$ cat src/rtl/hazard_pkg.sv
// Shared types and constants for the hazard scoreboard: slot record, forward-select
// encoding and default HI/LO unit latencies.
package hazard_pkg;

    // Storage widths for slot fields; module AW/TW must not exceed these.
    localparam int unsigned MAX_AW = 8;
    localparam int unsigned MAX_TW = 4;

    localparam int unsigned FWD_NONE    = 0;
    localparam int unsigned DEF_MUL_CYC = 5;
    localparam int unsigned DEF_DIV_CYC = 10;

    typedef logic [MAX_AW-1:0] reg_addr_t;
    typedef logic [MAX_TW-1:0] tcnt_t;

    typedef struct packed {
        logic      valid;
        logic      regwrite;
        reg_addr_t rs;
        reg_addr_t rt;
        reg_addr_t wa;
        tcnt_t     tnew;
    } slot_t;

    localparam slot_t SLOT_BUBBLE = '0;

    // Saturating decrement of a "cycles until result" count.
    function automatic tcnt_t tnew_dec(input tcnt_t t);
        return (t == '0) ? t : t - tcnt_t'(1);
    endfunction

    // A slot one stage older: same fields, result one cycle closer.
    function automatic slot_t slot_age(input slot_t s);
        slot_t r;
        r      = s;
        r.tnew = tnew_dec(s.tnew);
        return r;
    endfunction

    // True when the slot will write register r (r0 never counts).
    function automatic logic slot_hit(input slot_t s, input reg_addr_t r);
        return s.valid && s.regwrite && (s.wa != '0) && (s.wa == r);
    endfunction

endpackage

$ cat src/rtl/md_busy_ctr.sv
// HI/LO unit busy counter: loads a latency on an accepted mult/div and counts down
// once per pipeline advance.
module md_busy_ctr #(
    parameter int unsigned CW = 4
) (
    input  logic          clk,
    input  logic          reset,
    input  logic          advance,
    input  logic          load,
    input  logic [CW-1:0] load_val,
    output logic          busy
);

    logic [CW-1:0] cnt_q;
    logic [CW-1:0] cnt_d;

    // Next count: frozen without advance, load wins over decrement.
    always_comb begin
        cnt_d = cnt_q;
        if (advance) begin
            if (load) begin
                cnt_d = load_val;
            end else if (cnt_q != '0) begin
                cnt_d = cnt_q - CW'(1);
            end
        end
    end

    // Counter register with synchronous clear.
    always_ff @(posedge clk) begin
        if (reset) begin
            cnt_q <= '0;
        end else begin
            cnt_q <= cnt_d;
        end
    end

    assign busy = (cnt_q != '0);

endmodule

$ cat src/rtl/hazard_scoreboard.sv
// Hazard scoreboard: tracks producers in EX..WB, raises stall for load-use and
// HI/LO-busy hazards, and selects forwarding sources for ID and EX operands.
module hazard_scoreboard
    import hazard_pkg::*;
#(
    parameter int unsigned AW      = 5,
    parameter int unsigned NSTG    = 3,
    parameter int unsigned TW      = 3,
    parameter int unsigned MUL_CYC = DEF_MUL_CYC,
    parameter int unsigned DIV_CYC = DEF_DIV_CYC,
    localparam int unsigned FW     = $clog2(NSTG + 1)
) (
    input  logic          clk,
    input  logic          reset,
    input  logic          hold,
    input  logic          id_valid,
    input  logic [AW-1:0] id_rs,
    input  logic [AW-1:0] id_rt,
    input  logic [TW-1:0] id_tuse_rs,
    input  logic [TW-1:0] id_tuse_rt,
    input  logic [AW-1:0] id_wa,
    input  logic          id_regwrite,
    input  logic [TW-1:0] id_tnew,
    input  logic          id_md_start,
    input  logic          id_md_is_div,
    input  logic          id_md_use,
    output logic          stall,
    output logic [FW-1:0] fwd_rs_d,
    output logic [FW-1:0] fwd_rt_d,
    output logic [FW-1:0] fwd_rs_e,
    output logic [FW-1:0] fwd_rt_e,
    output logic          md_busy
);

    localparam int unsigned MD_MAX = (DIV_CYC > MUL_CYC) ? DIV_CYC : MUL_CYC;
    localparam int unsigned CW     = $clog2(MD_MAX + 1);

    // Index 0 is slot 1 (EX), index NSTG-1 is slot NSTG (WB).
    slot_t slot_q [NSTG];
    slot_t slot_d [NSTG];
    slot_t id_slot;

    logic          advance;
    logic          accept;
    logic          data_stall;
    logic          md_stall;
    logic [CW-1:0] md_load_val;

    assign advance = ~hold;
    assign md_stall = id_valid & id_md_use & md_busy;
    assign stall = hold | data_stall | md_stall;
    assign accept = id_valid & ~stall;
    assign md_load_val = id_md_is_div ? CW'(DIV_CYC) : CW'(MUL_CYC);

    // Pack the ID instruction into a slot record for entry into EX.
    always_comb begin
        id_slot          = SLOT_BUBBLE;
        id_slot.valid    = 1'b1;
        id_slot.regwrite = id_regwrite;
        id_slot.rs       = reg_addr_t'(id_rs);
        id_slot.rt       = reg_addr_t'(id_rt);
        id_slot.wa       = reg_addr_t'(id_wa);
        id_slot.tnew     = tcnt_t'(id_tnew);
    end

    for (genvar k = 0; k < NSTG; k++) begin : g_slot
        if (k == 0) begin : g_head
            assign slot_d[k] = accept ? id_slot : SLOT_BUBBLE;
        end else begin : g_tail
            assign slot_d[k] = slot_age(slot_q[k-1]);
        end
    end

    // Slot pipeline: reset clears to bubbles, hold freezes, otherwise shift one stage.
    always_ff @(posedge clk) begin
        if (reset) begin
            for (int k = 0; k < int'(NSTG); k++) begin
                slot_q[k] <= SLOT_BUBBLE;
            end
        end else if (advance) begin
            slot_q <= slot_d;
        end
    end

    // ID hazard check and ID forward select; oldest-to-youngest so youngest match wins.
    always_comb begin
        data_stall = 1'b0;
        fwd_rs_d   = FW'(FWD_NONE);
        fwd_rt_d   = FW'(FWD_NONE);
        for (int k = int'(NSTG) - 1; k >= 0; k--) begin
            if (slot_hit(slot_q[k], reg_addr_t'(id_rs))) begin
                if (slot_q[k].tnew > tcnt_t'(id_tuse_rs)) begin
                    data_stall = 1'b1;
                end
                fwd_rs_d = (slot_q[k].tnew == '0) ? FW'(k + 1) : FW'(FWD_NONE);
            end
            if (slot_hit(slot_q[k], reg_addr_t'(id_rt))) begin
                if (slot_q[k].tnew > tcnt_t'(id_tuse_rt)) begin
                    data_stall = 1'b1;
                end
                fwd_rt_d = (slot_q[k].tnew == '0) ? FW'(k + 1) : FW'(FWD_NONE);
            end
        end
        data_stall = data_stall & id_valid;
    end

    // EX forward select: slot 1 sources against older slots, youngest match wins.
    always_comb begin
        fwd_rs_e = FW'(FWD_NONE);
        fwd_rt_e = FW'(FWD_NONE);
        for (int k = int'(NSTG) - 1; k >= 1; k--) begin
            if (slot_hit(slot_q[k], slot_q[0].rs)) begin
                fwd_rs_e = (slot_q[k].tnew == '0) ? FW'(k + 1) : FW'(FWD_NONE);
            end
            if (slot_hit(slot_q[k], slot_q[0].rt)) begin
                fwd_rt_e = (slot_q[k].tnew == '0) ? FW'(k + 1) : FW'(FWD_NONE);
            end
        end
        if (!slot_q[0].valid) begin
            fwd_rs_e = FW'(FWD_NONE);
            fwd_rt_e = FW'(FWD_NONE);
        end
    end

    md_busy_ctr #(
        .CW (CW)
    ) u_md_busy_ctr (
        .clk      (clk),
        .reset    (reset),
        .advance  (advance),
        .load     (accept & id_md_start),
        .load_val (md_load_val),
        .busy     (md_busy)
    );

endmodule

$ cat config.mk
export PLATFORM = sky130hd
export DESIGN_NAME = hazard_scoreboard
export DESIGN_NICKNAME = d
export VERILOG_FILES = /design/src/rtl/hazard_pkg.sv /design/src/rtl/md_busy_ctr.sv /design/src/rtl/hazard_scoreboard.sv
export SDC_FILE = /design/constraint.sdc
export NUM_CORES = 1
export LEC_CHECK = 0
export CORE_MARGIN = 5
export CORE_UTILIZATION = 57
export CTS_BUF_LIST = sky130_fd_sc_hd__clkbuf_4 sky130_fd_sc_hd__clkbuf_8
export DETAILED_ROUTE_END_ITERATION = 8
export PLACE_DENSITY = 0.82
export SETUP_SLACK_MARGIN = 0.15
export SYNTH_ARGS = -nofsm -noshare
export SYNTH_HDL_FRONTEND = slang
export SYNTH_SLANG_ARGS = --single-unit
$ cat constraint.sdc
create_clock -name clk -period 4.6 [get_ports clk]
set_clock_uncertainty 0.1 [all_clocks]
set_input_delay 1.15 -clock clk [delete_from_list [all_inputs] [get_ports clk]]
set_output_delay 1.15 -clock clk [all_outputs]
set_load 0.03 [all_outputs]
==> impl_metrics.json <==
{
  "outcome": "complete, no violations",
  "period_share": 0.9484,
  "cts_root_buffer": "clkbuf_8",
  "synth-edff-count": 0,
  "ff2ff_setup_slack_ns": 1.71,
  "drive_gt1_frac": 0.09023,
  "r2r_start": "slot_d[8]",
  "hold_viol": 0,
  "crit_path_end_kind": "primary output",
  "hold_class": "reg2reg",
  "met2_usage": 0.3917,
  "grtUsageMet1": 0.2806,
  "start_kind": "primary input",
  "setup_ws_ns": 0.2372,
  "grt_pass1_vias": 2795,
  "synthDistinctLibCells": 45,
  "clkSlewWorstSetupHoldPaths_ns": 0.08,
  "post-cts-setup-buffer-count": 0,
  "ios": 42,
  "cp_cell_sequence": "clkdlybuf4s50_1 -> inv_1 -> ha_1 -> o21ai_0 -> o21bai_1 -> a32o_2 -> nor4_4 -> o21ai_1 -> buf_4",
  "antenna_cells": 0,
  "place.port_buffers": 41,
  "arrival_ns": 3.11,
  "clock_sinks": 46,
  "crit_path_start": "id_tuse_rt[2]",
  "fin_crit_ns": 4.363,
  "insertion_delay_ns": 0.30,
  "cp.required_ns": 3.35,
  "reg2reg_depth": 8,
  "placed_cell_area_mm2": 0.003516,
  "antenna_found_initial": 0,
  "cts_made_buffers": 5,
  "synth_fp_nets": 424,
  "gr-usage-met3": 0.03435,
  "globalplace.congestion": 0.9179,
  "slew_headroom": 0.4956,
  "dieArea_mm2": 0.007082,
  "yosysSeqAreaShare": 0.2938,
  "wire_per_inst_um": 16.86,
  "slowest_delay_ns": 0.47,
  "first_pass_iters": 4,
  "routed_wl_um": 7939,
  "busiest_layer": "met2",
  "layout_common_cells": "nor2_1, dfxtp_1, clkdlybuf4s50_1",
  "grt_max_degree": 54,
  "synthesis.area_mm2": 0.003134,
  "track_usage": 0.2244,
  "whs_ns": 0.3922,
  "holdCritStartpoint": "slot_q[0]",
  "synth-main-ff-cell": "dfxtp_1",
  "grt_pass1_wl_um": 13180,
  "maxCapViolCount": 0,
  "setup_violations": 0,
  "core_mm2": 0.005439,
  "drt-initial-drc-count": 193,
  "finalNonFillerCells": 471,
  "antenna_left": 0,
  "cp-endpoint": "stall",
  "fin_area_mm2": 0.003692,
  "rsz0062_at_grt": "no",
  "fp.dieH_um": 84.16,
  "drt-vias-per-instance": 6.049,
  "maxSlewViolCount": 0,
  "h-tree-depth": 2,
  "worstPathMaxFanout": 3,
  "p_total_mw": 1.172,
  "postCtsHoldBufs": 0,
  "async_flop_share": 0,
  "fin_util": 0.6789,
  "fillers": 440,
  "die_w_um": 84.16,
  "syn2layout_area_growth_pct": 17.80,
  "rows": 27,
  "post-route-drc-count": 0,
  "post-dp-hpwl_um": 5734,
  "grt-ovfl-total": 0,
  "maxClockFrequency_mhz": 229.2,
  "power_leakage_nw": 1.556,
  "finalSetupTns_ns": 0,
  "cts_tree": "built",
  "critPathKind": "in2out",
  "ys_ff_latch": 46,
  "clockBufferDepth": 2,
  "power_density_mw_per_mm2": 317.3,
  "via_count": 2849,
  "layout_commonest_cell": "nor2_1",
  "fin_nets": 452,
  "pre_cts_slack_ns": 0.1267,
  "dp_cells": 463,
  "reg2reg_to": "u_md_busy_ctr.cnt_q[1]",
  "worst_slew_pin_slew_ns": 0.7508,
  "peakVddDrop_mv": 0.1924,
  "start_util": 0.5763,
  "synthCells": 370,
  "worst_path_max_delay_cell": "clkdlybuf4s50_1",
  "yosysWarnings": 0,
  "synth.avg_cell_area_um2": 8.471
}
## cells by family after synthesis
kind of cell / Yosys count / synth area share
xor+xnor: 52 / 0.1453
flops: 46 / 0.2938
simple gates: 120 / 0.1908
mux: 17 / 0.05429
compound gates: 67 / 0.1573
fa+ha+maj: 22 / 0.08782
buf+inv: 46 / 0.07066
## Yosys cell counts (2+ instances only)
| cell | n | share of area |
|---|---|---|
| nor4_1 | 2 | 0.0040 |
| a21oi_1 | 15 | 0.024 |
| buf_6 | 5 | 0.018 |
| nand4_1 | 5 | 0.010 |
| o21ai_0 | 8 | 0.013 |
| a31oi_1 | 6 | 0.012 |
| nor3_1 | 11 | 0.018 |
| clkbuf_1 | 10 | 0.012 |
| dfxtp_1 | 46 | 0.29 |
| xnor2_1 | 30 | 0.084 |
| nand2_1 | 13 | 0.016 |
| nor2b_1 | 4 | 0.0080 |
| nand3_1 | 10 | 0.016 |
| nor3b_1 | 2 | 0.0048 |
| ha_1 | 22 | 0.088 |
| o21bai_1 | 3 | 0.0072 |
| a22o_2 | 2 | 0.0064 |
| nand2b_1 | 2 | 0.0040 |
| and2_1 | 3 | 0.0060 |
| buf_2 | 9 | 0.014 |
| nor2_1 | 54 | 0.065 |
| inv_1 | 20 | 0.024 |
| a211oi_1 | 2 | 0.0048 |
| mux2i_1 | 17 | 0.054 |
| a32oi_1 | 21 | 0.059 |
| buf_1 | 2 | 0.0024 |
| a211o_1 | 2 | 0.0056 |
| xor2_1 | 22 | 0.061 |
| or3_1 | 3 | 0.0060 |
| or4_1 | 4 | 0.0096 |
## worst min path at each step
stage	cells after the start	slack, ns	to
floorplan	2	0.34	slot_q[0]
global placement	2	0.36	slot_q[0]
detailed placement	2	0.38	slot_q[60]
CTS	2	0.40	slot_q[0]
global route	2	0.44	slot_q[0]
finish	2	0.39	slot_q[0]
## routing by layer
metal | vias up | part of all wire | routed length, um
met5 | - | 0 | 0
met4 | 0 | 0.018 | 140
met3 | 14 | 0.056 | 447
met2 | 97 | 0.51 | 4083
met1 | 1373 | 0.41 | 3267
li1 | 1365 | - | -
## cell type report
class                   instances  area [um2]  share of cell area
multi-input cells             278        2054              0.5564
clock buffers                   6       76.32             0.02067
inverters                      20       75.07             0.02033
clock inverters                 2       37.54             0.01017
well taps                      72       90.09             0.02440
repair buffers                 47       437.9              0.1186
flip-flops and latches         46       920.9              0.2494
## what timing repair did
item / CTS / global route
setup endpoints to repair: 1 / 1
resized for setup: 5 / 7
pin swaps: 5 / 4
## worst max-delay path: cells and delay by family
| kind | cells | cell delay, ns |
|---|---|---|
| AND/OR/NAND/NOR | 1 | 0.31 |
| buffers and inverters | 3 | 0.73 |
| adder cells (fa/ha/maj) | 1 | 0.32 |
| AO/OA/AOI/OAI | 4 | 0.60 |
## state kept, by name, summed over array words and instances (netlist names)
register and flops:
slot_d 24, slot_q 18, u_md_busy_ctr.cnt_q 4
## power breakdown
| part | switching, mW | total (mW) | internal [mW] |
|---|---|---|---|
| combinational | 0.214 | 0.390 | 0.176 |
| sequential | 0.0419 | 0.472 | 0.430 |
| clock | 0.142 | 0.310 | 0.168 |
| total | 0.397 | 1.17 | 0.774 |
Power figures use the tool's default switching activity.
